**config.mk**
```make
export PLATFORM = sky130hd
export DESIGN_NAME = muldiv_sequencer_flat
export DESIGN_NICKNAME = d
export VERILOG_FILES = /design/src/rtl/muldiv_pkg.sv /design/src/rtl/muldiv_if.sv /design/src/rtl/muldiv_iter_dp.sv /design/src/rtl/muldiv_sequencer.sv /design/src/flat_wrapper.sv
export SDC_FILE = /design/constraint.sdc
export NUM_CORES = 1
export LEC_CHECK = 0
export BUFFER_PORTS_ARGS = -buffer_cell sky130_fd_sc_hd__buf_2
export CAP_MARGIN = 20
export CORE_MARGIN = 4
export CORE_UTILIZATION = 28
export DETAILED_ROUTE_END_ITERATION = 10
export PLACE_DENSITY = 0.52
export SKIP_LAST_GASP = 1
export SLEW_MARGIN = 10
export SYNTH_ARGS = -nofsm -noshare
export SYNTH_HDL_FRONTEND = slang
export SYNTH_SLANG_ARGS = --single-unit
export TNS_END_PERCENT = 1
```
**constraint.sdc**
```tcl
create_clock -name clk -period 14.1 [get_ports clk]
set_clock_uncertainty 0.1 [all_clocks]
set_input_delay 1.41 -clock clk [delete_from_list [all_inputs] [get_ports clk]]
set_output_delay 1.41 -clock clk [all_outputs]
set_load 0.01 [all_outputs]
```
**src/rtl/muldiv_pkg.sv**
```systemverilog
`default_nettype none
// ============================================================================
// muldiv_pkg : shared encodings for the RV32M multiply/divide sequencer
// Rev 1.0
// ============================================================================
package muldiv_pkg;

  localparam int XLEN = 32;

  localparam logic [2:0] OP_MUL    = 3'b000;
  localparam logic [2:0] OP_MULH   = 3'b001;
  localparam logic [2:0] OP_MULHSU = 3'b010;
  localparam logic [2:0] OP_MULHU  = 3'b011;
  localparam logic [2:0] OP_DIV    = 3'b100;
  localparam logic [2:0] OP_DIVU   = 3'b101;
  localparam logic [2:0] OP_REM    = 3'b110;
  localparam logic [2:0] OP_REMU   = 3'b111;

  typedef enum logic [1:0] {
    ST_IDLE = 2'd0,
    ST_BUSY = 2'd1,
    ST_DONE = 2'd2
  } state_t;

  function automatic logic op_a_signed(input logic [2:0] funct3);
    return (funct3 != OP_MULHU) && (funct3 != OP_DIVU) && (funct3 != OP_REMU);
  endfunction

  // MULHSU treats rs2 as unsigned
  function automatic logic op_b_signed(input logic [2:0] funct3);
    return (funct3 == OP_MUL) || (funct3 == OP_MULH) ||
           (funct3 == OP_DIV) || (funct3 == OP_REM);
  endfunction

endpackage
`default_nettype wire

```
**src/rtl/muldiv_if.sv**
```systemverilog
`default_nettype none
// ============================================================================
// muldiv_if : EX-stage handshake between the pipeline and the M-unit
// Rev 1.0
// ============================================================================
interface muldiv_if;

  logic                         start_i;
  logic [2:0]                   funct3_i;
  logic [muldiv_pkg::XLEN-1:0]  a_i;
  logic [muldiv_pkg::XLEN-1:0]  b_i;
  logic                         flush_i;
  logic                         stall_o;
  logic                         busy_o;
  logic                         done_o;
  logic [muldiv_pkg::XLEN-1:0]  result_o;

  modport master (
    output start_i, funct3_i, a_i, b_i, flush_i,
    input  stall_o, busy_o, done_o, result_o
  );

  modport slave (
    input  start_i, funct3_i, a_i, b_i, flush_i,
    output stall_o, busy_o, done_o, result_o
  );

endinterface
`default_nettype wire

```
**src/rtl/muldiv_iter_dp.sv**
```systemverilog
`default_nettype none
// ============================================================================
// muldiv_iter_dp : unsigned shift-add multiply / restoring divide, one bit per step
// Rev 1.0
// ============================================================================
module muldiv_iter_dp
  import muldiv_pkg::*;
(
  input  wire                  clk,
  input  wire                  rst_n,
  input  wire                  i_load,
  input  wire                  i_step,
  input  wire [XLEN-1:0]       i_a_mag,
  input  wire [XLEN-1:0]       i_b_mag,
  output logic [2*XLEN-1:0]    o_prod_next,
  output logic [XLEN-1:0]      o_quot_next,
  output logic [XLEN-1:0]      o_rem_next
);

  logic [2*XLEN-1:0] r_prod;
  logic [XLEN-1:0]   r_mcand;
  logic [XLEN-1:0]   r_quot;
  logic [XLEN-1:0]   r_divisor;
  logic [XLEN:0]     r_rem;

  logic [XLEN:0]     w_sum;
  logic [XLEN+1:0]   w_trial;
  logic              w_fits;
  logic [XLEN:0]     w_diff;
  logic [XLEN:0]     w_rem_next;
  logic [XLEN-1:0]   w_quot_next;

  // Low half of r_prod starts as the multiplier and is consumed LSB first
  always_comb begin
    w_sum       = {1'b0, r_prod[2*XLEN-1:XLEN]} + (r_prod[0] ? {1'b0, r_mcand} : '0);
    w_trial     = {r_rem, r_quot[XLEN-1]};
    w_fits      = (w_trial >= {2'b00, r_divisor});
    w_diff      = w_trial[XLEN:0] - {1'b0, r_divisor};
    w_rem_next  = w_fits ? w_diff : w_trial[XLEN:0];
    w_quot_next = {r_quot[XLEN-2:0], w_fits};
    o_prod_next = {w_sum, r_prod[XLEN-1:1]};
    o_quot_next = w_quot_next;
    o_rem_next  = w_rem_next[XLEN-1:0];
  end

  always_ff @(posedge clk or negedge rst_n) begin
    if (!rst_n) begin
      r_prod    <= '0;
      r_mcand   <= '0;
      r_quot    <= '0;
      r_divisor <= '0;
      r_rem     <= '0;
    end else if (i_load) begin
      r_prod    <= {{XLEN{1'b0}}, i_b_mag};
      r_mcand   <= i_a_mag;
      r_quot    <= i_a_mag;
      r_divisor <= i_b_mag;
      r_rem     <= '0;
    end else if (i_step) begin
      r_prod    <= o_prod_next;
      r_quot    <= w_quot_next;
      r_rem     <= w_rem_next;
    end
  end

endmodule
`default_nettype wire

```
**src/rtl/muldiv_sequencer.sv**
```systemverilog
`default_nettype none
// ============================================================================
// muldiv_sequencer : RV32M multi-cycle controller with sign fix-up (EX stage)
// Rev 1.0
// ============================================================================
module muldiv_sequencer
  import muldiv_pkg::*;
(
  input  wire       clk,
  input  wire       rst_n,
  muldiv_if.slave   bus
);

  state_t            r_state;
  logic [4:0]        r_cnt;
  logic [2:0]        r_op;
  logic              r_sign_a;
  logic              r_sign_b;
  logic              r_done;
  logic              r_busy;
  logic [XLEN-1:0]   r_result;

  logic              w_accept;
  logic              w_div_by_zero;
  logic              w_load;
  logic              w_step;
  logic              w_sign_a;
  logic              w_sign_b;
  logic              w_neg;
  logic [XLEN-1:0]   w_a_mag;
  logic [XLEN-1:0]   w_b_mag;
  logic [XLEN-1:0]   w_quot_next;
  logic [XLEN-1:0]   w_rem_next;
  logic [XLEN-1:0]   w_final;
  logic [2*XLEN-1:0] w_prod_next;
  logic [2*XLEN-1:0] w_prod_fix;

  always_comb begin
    w_accept      = (r_state == ST_IDLE) && bus.start_i && !bus.flush_i;
    w_div_by_zero = w_accept && bus.funct3_i[2] && (bus.b_i == '0);
    w_load        = w_accept && !w_div_by_zero;
    w_step        = (r_state == ST_BUSY);
    w_sign_a      = op_a_signed(bus.funct3_i) && bus.a_i[XLEN-1];
    w_sign_b      = op_b_signed(bus.funct3_i) && bus.b_i[XLEN-1];
    w_a_mag       = w_sign_a ? -bus.a_i : bus.a_i;
    w_b_mag       = w_sign_b ? -bus.b_i : bus.b_i;
    w_neg         = r_sign_a ^ r_sign_b;
    w_prod_fix    = w_neg ? -w_prod_next : w_prod_next;
    w_final       = '0;
    // Remainder follows the dividend sign; everything else follows sign parity
    case (r_op)
      OP_MUL:                       w_final = w_prod_fix[XLEN-1:0];
      OP_MULH, OP_MULHSU, OP_MULHU: w_final = w_prod_fix[2*XLEN-1:XLEN];
      OP_DIV, OP_DIVU:              w_final = w_neg ? -w_quot_next : w_quot_next;
      OP_REM, OP_REMU:              w_final = r_sign_a ? -w_rem_next : w_rem_next;
      default:                      w_final = '0;
    endcase
  end

  muldiv_iter_dp u_iter_dp (
    .clk         (clk),
    .rst_n       (rst_n),
    .i_load      (w_load),
    .i_step      (w_step),
    .i_a_mag     (w_a_mag),
    .i_b_mag     (w_b_mag),
    .o_prod_next (w_prod_next),
    .o_quot_next (w_quot_next),
    .o_rem_next  (w_rem_next)
  );

  always_ff @(posedge clk or negedge rst_n) begin
    if (!rst_n) begin
      r_state  <= ST_IDLE;
      r_cnt    <= '0;
      r_op     <= '0;
      r_sign_a <= 1'b0;
      r_sign_b <= 1'b0;
      r_done   <= 1'b0;
      r_busy   <= 1'b0;
      r_result <= '0;
    end else begin
      r_done <= 1'b0;
      if (bus.flush_i) begin
        r_state <= ST_IDLE;
        r_busy  <= 1'b0;
      end else begin
        case (r_state)
          ST_IDLE: begin
            if (w_div_by_zero) begin
              r_state  <= ST_DONE;
              r_done   <= 1'b1;
              r_result <= bus.funct3_i[1] ? bus.a_i : '1;
            end else if (w_load) begin
              r_state  <= ST_BUSY;
              r_busy   <= 1'b1;
              r_cnt    <= '0;
              r_op     <= bus.funct3_i;
              r_sign_a <= w_sign_a;
              r_sign_b <= w_sign_b;
            end
          end
          ST_BUSY: begin
            if (r_cnt == 5'd31) begin
              r_state  <= ST_DONE;
              r_busy   <= 1'b0;
              r_done   <= 1'b1;
              r_result <= w_final;
            end else begin
              r_cnt <= r_cnt + 5'd1;
            end
          end
          ST_DONE: r_state <= ST_IDLE;
          default: begin
            r_state <= ST_IDLE;
            r_busy  <= 1'b0;
          end
        endcase
      end
    end
  end

  assign bus.stall_o  = w_accept || w_step;
  assign bus.busy_o   = r_busy;
  assign bus.done_o   = r_done;
  assign bus.result_o = r_result;

endmodule
`default_nettype wire

```
**src/flat_wrapper.sv**
```systemverilog
// flat-port wrapper written by rule: the top's interface ports become plain ports
module muldiv_sequencer_flat import muldiv_pkg::*;
  (clk, rst_n, bus_start_i, bus_funct3_i, bus_a_i, bus_b_i, bus_flush_i, bus_stall_o, bus_busy_o, bus_done_o, bus_result_o);
  muldiv_if bus_i ();
  input  wire clk;
  input  wire rst_n;
  input wire logic [$bits(bus_i.start_i)-1:0] bus_start_i;
  input wire logic [$bits(bus_i.funct3_i)-1:0] bus_funct3_i;
  input wire logic [$bits(bus_i.a_i)-1:0] bus_a_i;
  input wire logic [$bits(bus_i.b_i)-1:0] bus_b_i;
  input wire logic [$bits(bus_i.flush_i)-1:0] bus_flush_i;
  output wire logic [$bits(bus_i.stall_o)-1:0] bus_stall_o;
  output wire logic [$bits(bus_i.busy_o)-1:0] bus_busy_o;
  output wire logic [$bits(bus_i.done_o)-1:0] bus_done_o;
  output wire logic [$bits(bus_i.result_o)-1:0] bus_result_o;
  assign bus_i.start_i = bus_start_i;
  assign bus_i.funct3_i = bus_funct3_i;
  assign bus_i.a_i = bus_a_i;
  assign bus_i.b_i = bus_b_i;
  assign bus_i.flush_i = bus_flush_i;
  assign bus_stall_o = bus_i.stall_o;
  assign bus_busy_o = bus_i.busy_o;
  assign bus_done_o = bus_i.done_o;
  assign bus_result_o = bus_i.result_o;
  muldiv_sequencer u_core (.clk(clk), .rst_n(rst_n), .bus(bus_i));
endmodule
```
==> implementation parameters <==
Parameter                              Value

Final layout
  Area delta synth->final ... 11.75%
  Most used cells in the layout excluding fill and tap cells ... 239 x sky130_fd_sc_hd__dfrtp_1, 206 x sky130_fd_sc_hd__nor2_1, 205 x sky130_fd_sc_hd__nand2_1
  Most frequent standard cell in the layout excluding fill and tap cells ... sky130_fd_sc_hd__dfrtp_1
  Share of cells above drive strength 1 ... 0.08986
  Number of diodes added for antenna fixing ... 0
  Finished Core Util ... 0.3165
  Final Cell Area ... 0.02175 mm^2
  NumNets Final ... 2568

CTS
  Post-cts gate resize count ... 0
  Clock slew at the register clock pins of the worst setup and hold paths ... 0.06 ns
  Maximum clock insertion buffer count ... 3
  Number of sinks driven by the clock tree ... 239
  CTS Buf Count ... 29
  Count of buffers added by post-CTS timing repair for setup ... 0
  Number of buffers inserted for hold repair after clock tree synthesis ... 0
  H-tree depth reported by CTS ... 1
  CTS Root Buffer Type ... sky130_fd_sc_hd__clkbuf_16
  Clock tree from TritonCTS ... yes
  Worst skew pair latency ... 0.57 ns

Floorplanning
  Count of boundary I/O pins ... 106
  DIE HEIGHT ... 271.6 um
  Placeable core region ... 0.06871 mm^2
  Starting utilization of the core area ... 0.2832
  Chip Width ... 271.6 um
  Placement Rows ... 96
  Die area ... 0.07378 mm^2

Synthesis
  Fraction of registers with async set or reset after synthesis ... 1.000
  Seq cells post-synth ... 239
  Net Count, Synth ... 2554
  YS warnings ... 0
  Commonest register cell after synthesis ... sky130_fd_sc_hd__dfrtp_1
  Average size of a mapped cell ... 8.075 um^2
  Cell area after technology mapping ... 0.01946 mm^2
  Number of flops mapped to enable cells by yosys ... 0
  Number of instances in the synthesized netlist ... 2410
  Unique cell type count in the Yosys netlist ... 88
  Sequential-to-total area share from yosys stat ... 0.3073

Outcome
  Status ... complete, no violations

Route
  Via count of the routed design ... 19296
  Number of vias per cell ... 5.729
  Top layer reached by signal wires ... met5
  Remaining routing DRC violations ... 0
  Avg WL per Cell ... 22.51 um
  Total Routed Length ... 75800 um
  First-pass iteration count of the detailed router ... 5
  Routed metal-1 wire length ... 34890 um
  Number of DRC markers after the initial detailed-route iteration ... 1959
  Met3 wire len ... 5099 um
  WL met2 ... 33980 um
  Routed Antenna Nets ... 0

Critical path
  Startpoint type of the worst setup path ... register
  Critical setup path kind ... reg -> reg
  FF-to-FF path depth ... 19
  Worst Path Arrival ... 6.39 ns
  CP max stage delay ... 0.78 ns
  Critical R2R Launch ... u_core.u_iter_dp.r_rem[29]
  Capturing point of the worst reg2reg path ... u_core.bus.result_o[28]
  Launch point of the critical path ... u_core.u_iter_dp.r_rem[29]
  Required arrival time at the worst endpoint ... 14.49 ns
  Setup slack of the most critical reg-to-reg path ... 8.10 ns
  Kind of capture point of the worst setup path ... register
  Critical path fanouts, max ... 50
  Worst-path cell chain ... ha_1 -> nand3_1 -> nor4_1 -> nand2_1 -> a21oi_2 -> or2_2 -> buf_4 -> nand2_1 -> o21ai_0 -> ha_1 -> inv_1 -> nor4_1 -> a41oi_1 -> a2111oi_1 -> buf_4 -> nand3_1 -> nor3b_1 -> mux2_2 -> a31oi_1
  Capture point of the worst path ... u_core.bus.result_o[28]
  Count of cell instances traversed by the critical path ... 19
  Worst Path Buf+Inv ... 3
  Slowest cell on crit path ... sky130_fd_sc_hd__nor4_1
  Family with the most delay on the worst path ... simple AND/OR/NAND/NOR gates

GRT
  Initial antenna violation count ... 3
  First-pass GRT wire length ... 116000 um
  Via count of the first global-routing pass ... 18646
  Total congestion overflow ... 0
  Total GRT Usage ... 0.1984
  Maximum number of pins on one net before global-route repair ... 94

Power and ir drop
  Logic pwr share ... 0.598
  Share of total power in sequential cells ... 0.237
  P_int ... 0.002196 W
  Peak VDD IR ... 116.4 uV
  Clock share of power ... 0.165
  Design Power ... 0.004433 W
  Switching part of the total power ... 0.5045
  Power per Cell Area ... 203.8 mW/mm^2
  Static leakage power ... 9.270 nW
  Switching power total ... 0.002236 W

Timing
  Setup total negative slack ... 0 ns
  Final hold viol count ... 0
  Final setup violating endpoints ... 0
  Final-report max-slew violation count ... 0
  Minimum clock period ... 5.997 ns
  Highest clock rate ... 166.8 MHz
  Setup repair after global routing missed its margin ... false
  Measured slew at the worst slew-check pin ... 1.085 ns
  Worst-case headroom to the max-slew limit ... 0.2582
  Tcrit/Tclk final ... 0.4253

Placement
  Number of port buffers ... 105
  Final weighted congestion in routability-driven placement ... 0.9465
  Area after DPL ... 0.02085 mm^2
  HPWL after detailed placement ... 57770 um

Min path
  Path category of the worst min-delay check ... reg -> reg

Run
  Count of max-cap constraint violations ... 0
-- how the worst min path moves through the flow --
| stage | from | to | slack, ns | cells after the start |
|---|---|---|---|---|
| floorplan | u_core.u_iter_dp.r_mcand[31] | u_core.u_iter_dp.r_mcand[31] | 0.34 | 2 |
| global placement | u_core.u_iter_dp.r_mcand[10] | u_core.u_iter_dp.r_mcand[10] | 0.36 | 1 |
| detailed placement | u_core.u_iter_dp.r_mcand[0] | u_core.u_iter_dp.r_mcand[0] | 0.36 | 2 |
| CTS | u_core.u_iter_dp.r_mcand[0] | u_core.u_iter_dp.r_mcand[0] | 0.37 | 2 |
| global route | u_core.u_iter_dp.r_divisor[2] | u_core.u_iter_dp.r_divisor[2] | 0.39 | 1 |
| finish | u_core.u_iter_dp.r_mcand[21] | u_core.u_iter_dp.r_mcand[21] | 0.37 | 1 |
-- synth_stat cells, types with 14 or more instances --
cell                       number  share of area
sky130_fd_sc_hd__o21ai_0      202          0.052
sky130_fd_sc_hd__and2_1        49          0.016
sky130_fd_sc_hd__mux2i_1       35          0.018
sky130_fd_sc_hd__o31ai_1       42          0.016
sky130_fd_sc_hd__buf_1         23         0.0044
sky130_fd_sc_hd__nor4_1        29         0.0093
sky130_fd_sc_hd__a221o_1       56          0.029
sky130_fd_sc_hd__or3_1         43          0.014
sky130_fd_sc_hd__a31oi_1       30         0.0096
sky130_fd_sc_hd__ha_1          71          0.046
sky130_fd_sc_hd__a221oi_1      22         0.0099
sky130_fd_sc_hd__and3_1        17         0.0055
sky130_fd_sc_hd__buf_2         16         0.0041
sky130_fd_sc_hd__a21oi_1      157          0.040
sky130_fd_sc_hd__or4_1         14         0.0054
sky130_fd_sc_hd__nand4_1       24         0.0077
sky130_fd_sc_hd__inv_1         73          0.014
sky130_fd_sc_hd__clkbuf_1     112          0.022
sky130_fd_sc_hd__dfrtp_1      239           0.31
sky130_fd_sc_hd__nand2b_1      16         0.0051
sky130_fd_sc_hd__a21o_1        74          0.029
sky130_fd_sc_hd__o41ai_1       14         0.0063
sky130_fd_sc_hd__o221ai_1      24          0.011
sky130_fd_sc_hd__o21a_1        17         0.0066
sky130_fd_sc_hd__nor2_1       208          0.040
sky130_fd_sc_hd__a211oi_1      21         0.0081
sky130_fd_sc_hd__xor2_1       104          0.047
sky130_fd_sc_hd__nand2_1      207          0.040
sky130_fd_sc_hd__xnor2_1      107          0.048
sky130_fd_sc_hd__nor3_1        80          0.021
sky130_fd_sc_hd__nand3_1       96          0.025
-- metal layers --
| layer | vias up | track usage |
|---|---|---|
| met4 | 4 | 0.04201 |
| met1 | 9518 | 0.2854 |
| li1 | 8911 | - |
| met5 | - | 0 |
| met2 | 748 | 0.3167 |
| met3 | 115 | 0.02899 |
-- sequential cells by signal (all words and copies together), names as in the netlist --
signal,count
u_core.r_sign_a,1
u_core.r_cnt,5
u_core.u_iter_dp.r_prod,64
u_core.bus.result_o,32
u_core.u_iter_dp.r_quot,32
u_core.r_op,3
u_core.r_sign_b,1
u_core.bus.busy_o,1
u_core.r_state,2
u_core.bus.done_o,1
u_core.u_iter_dp.r_rem,33
u_core.u_iter_dp.r_mcand,32
u_core.u_iter_dp.r_divisor,32
-- per-stage QoR --
stage	std cells	worst slack, ns	hold slack [ns]
2_1_floorplan	2410	8.320	0.3381
3_3_place_gp	3322	8.388	0.3567
3_5_place_dp	3323	8.279	0.3577
4_1_cts	3367	8.240	0.3719
5_1_grt	3368	7.775	0.3892
6_report	3368	8.103	0.3689
-- power by group through the flow --
stage | sequential (W) | combinational [W] | clock (W)
detailed placement | 0.00106 | 0.00261 | 0
CTS | 0.00105 | 0.00263 | 0.000744
floorplan | 0.000986 | 0.00188 | 0
finish | 0.00105 | 0.00265 | 0.000730
global placement | 0.00105 | 0.00261 | 0
global route | 0.00107 | 0.00288 | 0.000770
-- cells by family (layout without fill, tap and decap cells) --
kind of cell	count (synthesis)	after routing	share of synthesized area
multiplexers	38	38	0.01993
buffers and inverters	227	254	0.04546
XOR/XNOR	211	211	0.09497
AND/OR/NAND/NOR	839	839	0.2112
flip-flops	239	239	0.3073
adder cells (fa/ha/maj)	73	73	0.04771
AO/OA/AOI/OAI	783	783	0.2734
-- cell type report --
type / instances / area (um^2)
inverters: 75 / 286.5
clock buffers: 38 / 789.5
fillers: 7430 / 46960
multi-input cells: 1944 / 12660
flip-flops and latches: 239 / 5981
clock inverters: 6 / 82.58
repair buffers: 135 / 780.7
well taps: 931 / 1165
(Power assumes the default switching activity.)
